`src/rtl/ifetch_pkg.sv`:
```
// Shared types and constants for the instruction fetch queue.
package ifetch_pkg;

  localparam logic [31:0] NOP_INSTR = 32'h0000_0013;

  typedef struct packed {
    logic [31:0] pc;
    logic [31:0] ir;
  } fetch_entry_t;

  // Word address of a byte PC; callers keep the low IMEM_AW bits.
  function automatic logic [31:0] word_addr(input logic [31:0] byte_pc);
    return byte_pc >> 2;
  endfunction

endpackage

```
`src/rtl/fetch_fifo.sv`:
```
// Synchronous FIFO of fetched {pc, ir} entries; clear empties it in one cycle.
module fetch_fifo
  import ifetch_pkg::*;
#(
  parameter int unsigned DEPTH = 4,
  localparam int unsigned PW = $clog2(DEPTH)
) (
  input  logic         clk,
  input  logic         rst,
  input  logic         push,
  input  fetch_entry_t push_data,
  input  logic         pop,
  input  logic         clear,
  output logic         full,
  output logic         empty,
  output logic [PW:0]  count,
  output fetch_entry_t head
);

  localparam logic [PW:0] FULL_CNT = {1'b1, {PW{1'b0}}};

  fetch_entry_t    mem [DEPTH];
  logic [PW-1:0]   rptr;
  logic [PW-1:0]   wptr;
  logic            do_push;
  logic            do_pop;

  assign do_push = push && !clear;
  assign do_pop  = pop && !clear && !empty;

  always_ff @(posedge clk) begin
    if (do_push) mem[wptr] <= push_data;
  end

  always_ff @(posedge clk) begin
    if (rst || clear) begin
      rptr  <= '0;
      wptr  <= '0;
      count <= '0;
    end else begin
      if (do_push) wptr <= wptr + 1'b1;
      if (do_pop)  rptr <= rptr + 1'b1;
      unique case ({do_push, do_pop})
        2'b10:   count <= count + 1'b1;
        2'b01:   count <= count - 1'b1;
        default: count <= count;
      endcase
    end
  end

  assign full  = (count == FULL_CNT);
  assign empty = (count == '0);
  assign head  = mem[rptr];

endmodule

```
`src/rtl/ifetch_queue.sv`:
```
// Fetch front end: issues sequential IMEM reads, buffers returns, serves decode
// through a valid/ready handshake and restarts cleanly on redirect.
module ifetch_queue
  import ifetch_pkg::*;
#(
  parameter int unsigned DEPTH    = 4,
  parameter logic [31:0] RESET_PC = 32'h0000_0000,
  parameter int unsigned IMEM_AW  = 14
) (
  input  logic               CLK,
  input  logic               RST,
  input  logic               REDIRECT,
  input  logic [31:0]        REDIRECT_PC,
  output logic               IMEM_RDEN,
  output logic [IMEM_AW-1:0] IMEM_ADDR,
  input  logic [31:0]        IMEM_DATA,
  output logic               OUT_VALID,
  input  logic               OUT_READY,
  output logic [31:0]        OUT_PC,
  output logic [31:0]        OUT_NEXTPC,
  output logic [31:0]        OUT_IR
);

  localparam int unsigned PW = $clog2(DEPTH);

  logic [31:0]   fetch_pc;
  logic [31:0]   inflight_pc;
  logic          inflight;
  logic          squash;
  logic          issue;
  logic          push;
  logic          pop;
  logic          full;
  logic          empty;
  logic [PW:0]   count;
  logic [31:0]   used;
  logic [31:0]   fetch_word;
  logic          unused_bits;
  fetch_entry_t  head;
  fetch_entry_t  ret_entry;

  // Credit counts in-flight reads but not same-cycle pops, so a return always has a slot.
  assign used      = 32'(count) + 32'(inflight);
  assign issue     = !RST && !REDIRECT && (used < DEPTH);
  assign IMEM_RDEN = issue;

  assign fetch_word  = word_addr(fetch_pc);
  assign IMEM_ADDR   = fetch_word[IMEM_AW-1:0];
  assign unused_bits = ^{fetch_word[31:IMEM_AW], REDIRECT_PC[1:0]};

  assign ret_entry = '{pc: inflight_pc, ir: IMEM_DATA};
  assign push      = inflight && !squash && !REDIRECT;
  assign pop       = OUT_VALID && OUT_READY && !REDIRECT;

  always_ff @(posedge CLK) begin
    if (RST) begin
      fetch_pc    <= RESET_PC;
      inflight_pc <= RESET_PC;
      inflight    <= 1'b0;
      squash      <= 1'b0;
    end else begin
      inflight <= issue;
      squash   <= REDIRECT && inflight;
      if (issue) begin
        inflight_pc <= fetch_pc;
        fetch_pc    <= fetch_pc + 32'd4;
      end
      if (REDIRECT) fetch_pc <= {REDIRECT_PC[31:2], 2'b00};
    end
  end

  fetch_fifo #(.DEPTH(DEPTH)) u_fifo (
    .clk       (CLK),
    .rst       (RST),
    .push      (push),
    .push_data (ret_entry),
    .pop       (pop),
    .clear     (REDIRECT),
    .full      (full),
    .empty     (empty),
    .count     (count),
    .head      (head)
  );

  always_ff @(posedge CLK) begin
    if (!RST) assert (!(push && full));
  end

  assign OUT_VALID  = !empty;
  assign OUT_PC     = empty ? fetch_pc : head.pc;
  assign OUT_NEXTPC = OUT_PC + 32'd4;
  assign OUT_IR     = empty ? NOP_INSTR : head.ir;

endmodule
```
`config.mk`:
```
export PLATFORM = sky130hd
export DESIGN_NAME = ifetch_queue
export DESIGN_NICKNAME = d
export VERILOG_FILES = /design/src/rtl/ifetch_pkg.sv /design/src/rtl/fetch_fifo.sv /design/src/rtl/ifetch_queue.sv
export SDC_FILE = /design/constraint.sdc
export NUM_CORES = 1
export LEC_CHECK = 0
export CAP_MARGIN = 0
export CORE_UTILIZATION = 40
export CTS_CLUSTER_DIAMETER = 150
export DETAILED_ROUTE_END_ITERATION = 6
export PLACE_DENSITY = 0.59
export SKIP_LAST_GASP = 1
export SYNTH_ARGS = -nofsm -noshare
export SYNTH_HDL_FRONTEND = slang
export SYNTH_SLANG_ARGS = --single-unit
```
`constraint.sdc`:
```
create_clock -name CLK -period 9.7 [get_ports CLK]
set_clock_uncertainty 0.15 [all_clocks]
set_input_delay 2.91 -clock CLK [delete_from_list [all_inputs] [get_ports CLK]]
set_output_delay 2.91 -clock CLK [all_outputs]
set_load 0.005 [all_outputs]
```
== After elaboration in Yosys (flattened, before gate mapping) ==
Memories as Yosys holds them, arrays and structs flattened. A register that Yosys moved wholly into a read port is not among the register bits.
Index checks and enable logic that the tools add are counted.

* Register bits: 73
* Memories kept: 1
* ROM bits: 0
* Logic and storage cells: 47
* Latch bits: 0
* Input port bits: 68
* Bits in writable memories: 256

* Multiplexer cells: 9
* Shift operators: 0
* Div/mod/pow operators: 0
* Bitwise logic cells: 0
* Add/sub/neg operators: 7
* Multiply operators: 0
* Equality and inequality tests: 2
* Reductions and logical operators: 19
* Order comparisons: 1

{| class="wikitable"
|+ Memory list
! memory !! depth !! width !! read ports !! clocked after memory_dff !! write ports !! line !! source
|-
| u_fifo.mem || 4 || 64 || 1 || 1 || 1 || fetch_fifo.sv:22 || <nowiki>fetch_entry_t mem [DEPTH];</nowiki>
|}

{| class="wikitable"
|+ Operators with widths
! cell !! count
|-
| $mux 32 || 4
|-
| $add 32x3->32 const B || 2
|-
| $logic_and 1x1->1 || 10
|-
| $pmux 3 s2 || 1
|-
| $add 2x1->2 const B || 2
|-
| $add 3x1->4 || 1
|-
| $logic_not 1->1 || 4
|-
| $lt 4x3->1 const B || 1
|-
| $mux 2 || 2
|-
| $reduce_bool 2->1 || 2
|-
| $add 3x1->3 const B || 1
|-
| $logic_not 3->1 || 1
|-
| $sub 3x1->3 const B || 1
|-
| $eq 2x1->1 const B || 1
|-
| $eq 2x2->1 const B || 1
|-
| $mux 1 || 2
|-
| $reduce_or 2->1 || 1
|-
| $logic_or 1x1->1 || 1
|}

== Depth between registers and ports, before layout ==
* Depth after elaboration: 8
* Mapped depth: 15
* Depth with buffers taken out: 10

== Modules after synthesis ==
From an unflattened synthesis, not the netlist that was laid out.

* Cells, all modules: 966
* Area, all modules: 14118.5 um2

{| class="wikitable"
|+ By module, submodules not included
! module !! sequential area each (um2) !! area an instance (um2) !! cells an instance !! instances
|-
| fetch_fifo || 7867.5 || 9773.1 || 385 || 1
|-
| ifetch_queue || 1241.2 || 4345.4 || 581 || 1
|}

== Worst setup path before layout ==
Ideal clock, no wire load.

* Path type: input to output
* From: input port REDIRECT
* To: output port IMEM_RDEN
* Slack: 2.078 ns
* Path buffers: 5
* Stages on the path: 8
* Arrival: 4.562 ns
* Path through: clkbuf_1 or2_2 clkbuf_1 a311o_1 clkbuf_1 clkinv_1 buf_2 buf_1

* Cells in the longest elaborated chain, start to end: 3

{| class="wikitable"
|+ Ends and longest elaborated chain
! item !! line !! source
|-
| from (decl) || ifetch_queue.sv:12 || <nowiki>input logic REDIRECT,</nowiki>
|-
| $logic_not 1->1 || ifetch_queue.sv:44 || <nowiki>assign issue = !RST && !REDIRECT && (used < DEPTH);</nowiki>
|-
| $logic_and 1x1->1 (2 in a row) || ifetch_queue.sv:44 ||
|-
| to (decl) || ifetch_queue.sv:14 || <nowiki>output logic IMEM_RDEN,</nowiki>
|}

No other way between the ends.

== Worst setup path in the final report ==
Ends and elaborated chain as after synthesis.

==> impl_metrics.py <==
metrics = {
    "run_status": {
        "status": "finished clean",
    },
    "synthesis": {
        "yosysWarnings": 0,
        "ys_ff_latch": 319,
        "syn_area_per_cell_um2": 13.5,
        "async_flop_share": 0,
        "synth_edf_count": 248,
        "netlist_area_um2": 13600,
        "synthFlopType": "edfxtp_1",
        "postSynthCellCount": 1006,
        "synth_cell_types": 58,
        "synth-seq-area-share": 0.651,
    },
    "critical_path": {
        "reg2reg_slack_ps": 6470,
        "slowest_delay_ps": 520,
        "startpoint": "REDIRECT",
        "crit_chain": "clkdlybuf4s50_1 -> or2_2 -> a311o_2 -> clkinv_1 -> clkdlybuf4s50_1",
        "r2r_end": "fetch_pc[29]",
        "path_delay_family": "buffers and inverters",
        "r2r-start": "fetch_pc[11]",
        "path_max_fanout": 9,
        "critPathArrivalTime_ps": 4780,
        "r2r_cells": 6,
        "crit_top_cell": "clkdlybuf4s50_1",
        "required_ps": 6640,
        "slowest_stage": "clkdlybuf4s50_1",
        "start_kind": "input port",
        "path_buf_inv": 3,
        "cp-end-kind": "primary output",
        "path_class": "input port to primary output",
    },
    "clock_tree": {
        "cts_tree": "yes",
        "postCtsSetupRepairBufs": 0,
        "clockBufferDepth": 3,
        "htree_levels": 2,
        "cts_sinks": 319,
        "ctsHoldBuffers": 0,
        "cts_buffers": 36,
        "clock_latency_ps": 510,
        "clock-root-buffer": "clkbuf_16",
        "clk_pin_slew_ps": 60,
        "cts_resized": 0,
    },
    "cells_and_area": {
        "layout_commonest_cell": "edfxtp_1",
        "nFillCells": 2932,
        "nNetsFinal": 1229,
        "final_core_util": 0.499,
        "design_area_um2": 16700,
        "layout-drive-gt1-share": 0.124,
        "area_growth_pct": 22.9,
        "regArea_um2": 8870,
        "final_cell_mix": "edfxtp_1 (248), clkdlybuf4s50_1 (172), nand2_1 (171)",
        "multi_input_area_um2": 4280,
        "n_antenna_cell": 0,
    },
    "grt": {
        "grt-ovfl-total": 0,
        "grt_max_degree": 70,
        "grt_pass1_wl_um": 51800,
        "grt_pass1_vias": 8586,
        "antenna_found_initial": 0,
        "grt_usage": 0.194,
    },
    "min_path": {
        "min_from": "inflight",
        "holdPathEnd": "squash",
        "min_path_type": "register to register",
        "holdPathStages": 2,
    },
    "routing": {
        "wl_per_cell_um": 20.7,
        "drtIter0Drc": 669,
        "viasPerCell": 5.34,
        "wl_um": 33700,
        "drc": 0,
        "vias": 8692,
        "drt_pass1_iterations": 5,
        "ant_nets": 0,
    },
    "placement": {
        "dp_hpwl_um": 20200,
        "globalplace.congestion": 0.762,
        "dpl_cell_area_um2": 15600,
        "portBuffers": 173,
    },
    "sta": {
        "slew_viol_final": 0,
        "tightest_slew_ps": 1060,
        "min_period_over_period": 0.808,
        "finalCriticalPeriod_ps": 7840,
        "rsz0062_at_grt": "no",
        "hold_viol": 0,
        "setup_tns_ps": 0,
        "setup_viol": 0,
        "max_slew_margin": 0.292,
        "fmax_mhz": 128,
    },
    "floorplanning": {
        "die_x_um": 187,
        "initial_utilization": 0.406,
        "rows": 67,
        "core_area_um2": 33500,
        "die_h_um": 187,
        "die_area_um2": 34800,
        "io_pins": 180,
    },
    "pwr": {
        "ir_drop_mv": 0.129,
        "p_per_area_nw_per_um2": 177,
        "total_leakage_power_nw": 5.62,
    },
    "job": {
        "max_cap_violations": 0,
    },
}
## how the worst max path moves through the flow
stage	endpoint	slack [ps]	depth (start not counted)
detailed placement	IMEM_RDEN	1870	5
floorplan	IMEM_RDEN	2080	8
finish	IMEM_RDEN	1860	5
global placement	IMEM_RDEN	1880	5
CTS	IMEM_RDEN	1860	5
global route	IMEM_RDEN	1820	5
## through the flow
stage | hold slack, ps | total power, mW | setup WS [ps] | cells
final | 317 | 2.96 | 1860 | 1629
after global routing | 337 | 3.06 | 1820 | 1629
after CTS | 321 | 2.99 | 1860 | 1629
after detailed placement | 311 | 1.72 | 1870 | 1563
after global placement | 296 | 1.72 | 1880 | 1563
after floorplan | 278 | 1.62 | 2080 | 1009
## final cells by class
type	count	share of cell area
clock buffer	52	0.0616
tap	448	0.0335
timing repair buffer	188	0.110
sequential	319	0.530
multi-input combinational	586	0.256
inverter	22	0.00493
clock inverter	14	0.00463
## layer usage
metal | up-vias | global-route usage | wire (um)
met5 | - | 0 | 0
met4 | 0 | 0.0542 | 714
met3 | 59 | 0.0391 | 2140
met2 | 273 | 0.312 | 16000
met1 | 4341 | 0.269 | 14900
li1 | 4019 | - | -
## power breakdown
part | switching, mW | internal (mW) | total (mW)
Combinational | 0.0857 | 0.0941 | 0.180
Sequential | 0.0251 | 1.49 | 1.51
Clock | 0.523 | 0.742 | 1.27
Total | 0.634 | 2.32 | 2.96
## Yosys cell counts (10+ instances only)
cell type  number  area, um^2
and2_1         34         213
buf_2          10        50.1
nand2_1       171         642
nor3_1         10        50.1
nand3_1        31         155
clkbuf_1       46         173
inv_1          20        75.1
dfxtp_1        71        1420
edfxtp_1      248        7450
xor2_1         15         131
buf_4          20         150
o21ai_0        27         135
nand4_1        16         100
a21oi_1        61         305
nor2_1         36         135
a31oi_1        11        68.8
mux4_2         62        1400
xnor2_1        22         193
## kinds of logic after synthesis
group                    count (synthesis)  share of synthesized area
AND/OR/NAND/NOR                        338                      0.117
flip-flops                             319                      0.651
AO/OA/AOI/OAI                          132                     0.0582
buffers and inverters                  104                     0.0362
multiplexers                            67                      0.106
XOR/XNOR                                37                     0.0238
adder cells (fa/ha/maj)                  8                    0.00790
other                                    1                   0.000275
## sequential cells by signal (all words and copies together), names as in the netlist, named ones only
signal and cells:
fetch_pc 30, inflight 1, inflight_pc 30, squash 1, u_fifo.count 3, u_fifo.mem 248
u_fifo.rptr 2, u_fifo.wptr 2
## worst min-delay path: cells and delay by family, from the launching register on
family	cells	cell delay [ps]
flip-flops	1	320
AND/OR/NAND/NOR	2	100
No activity file was read; power rests on OpenSTA's default activity.
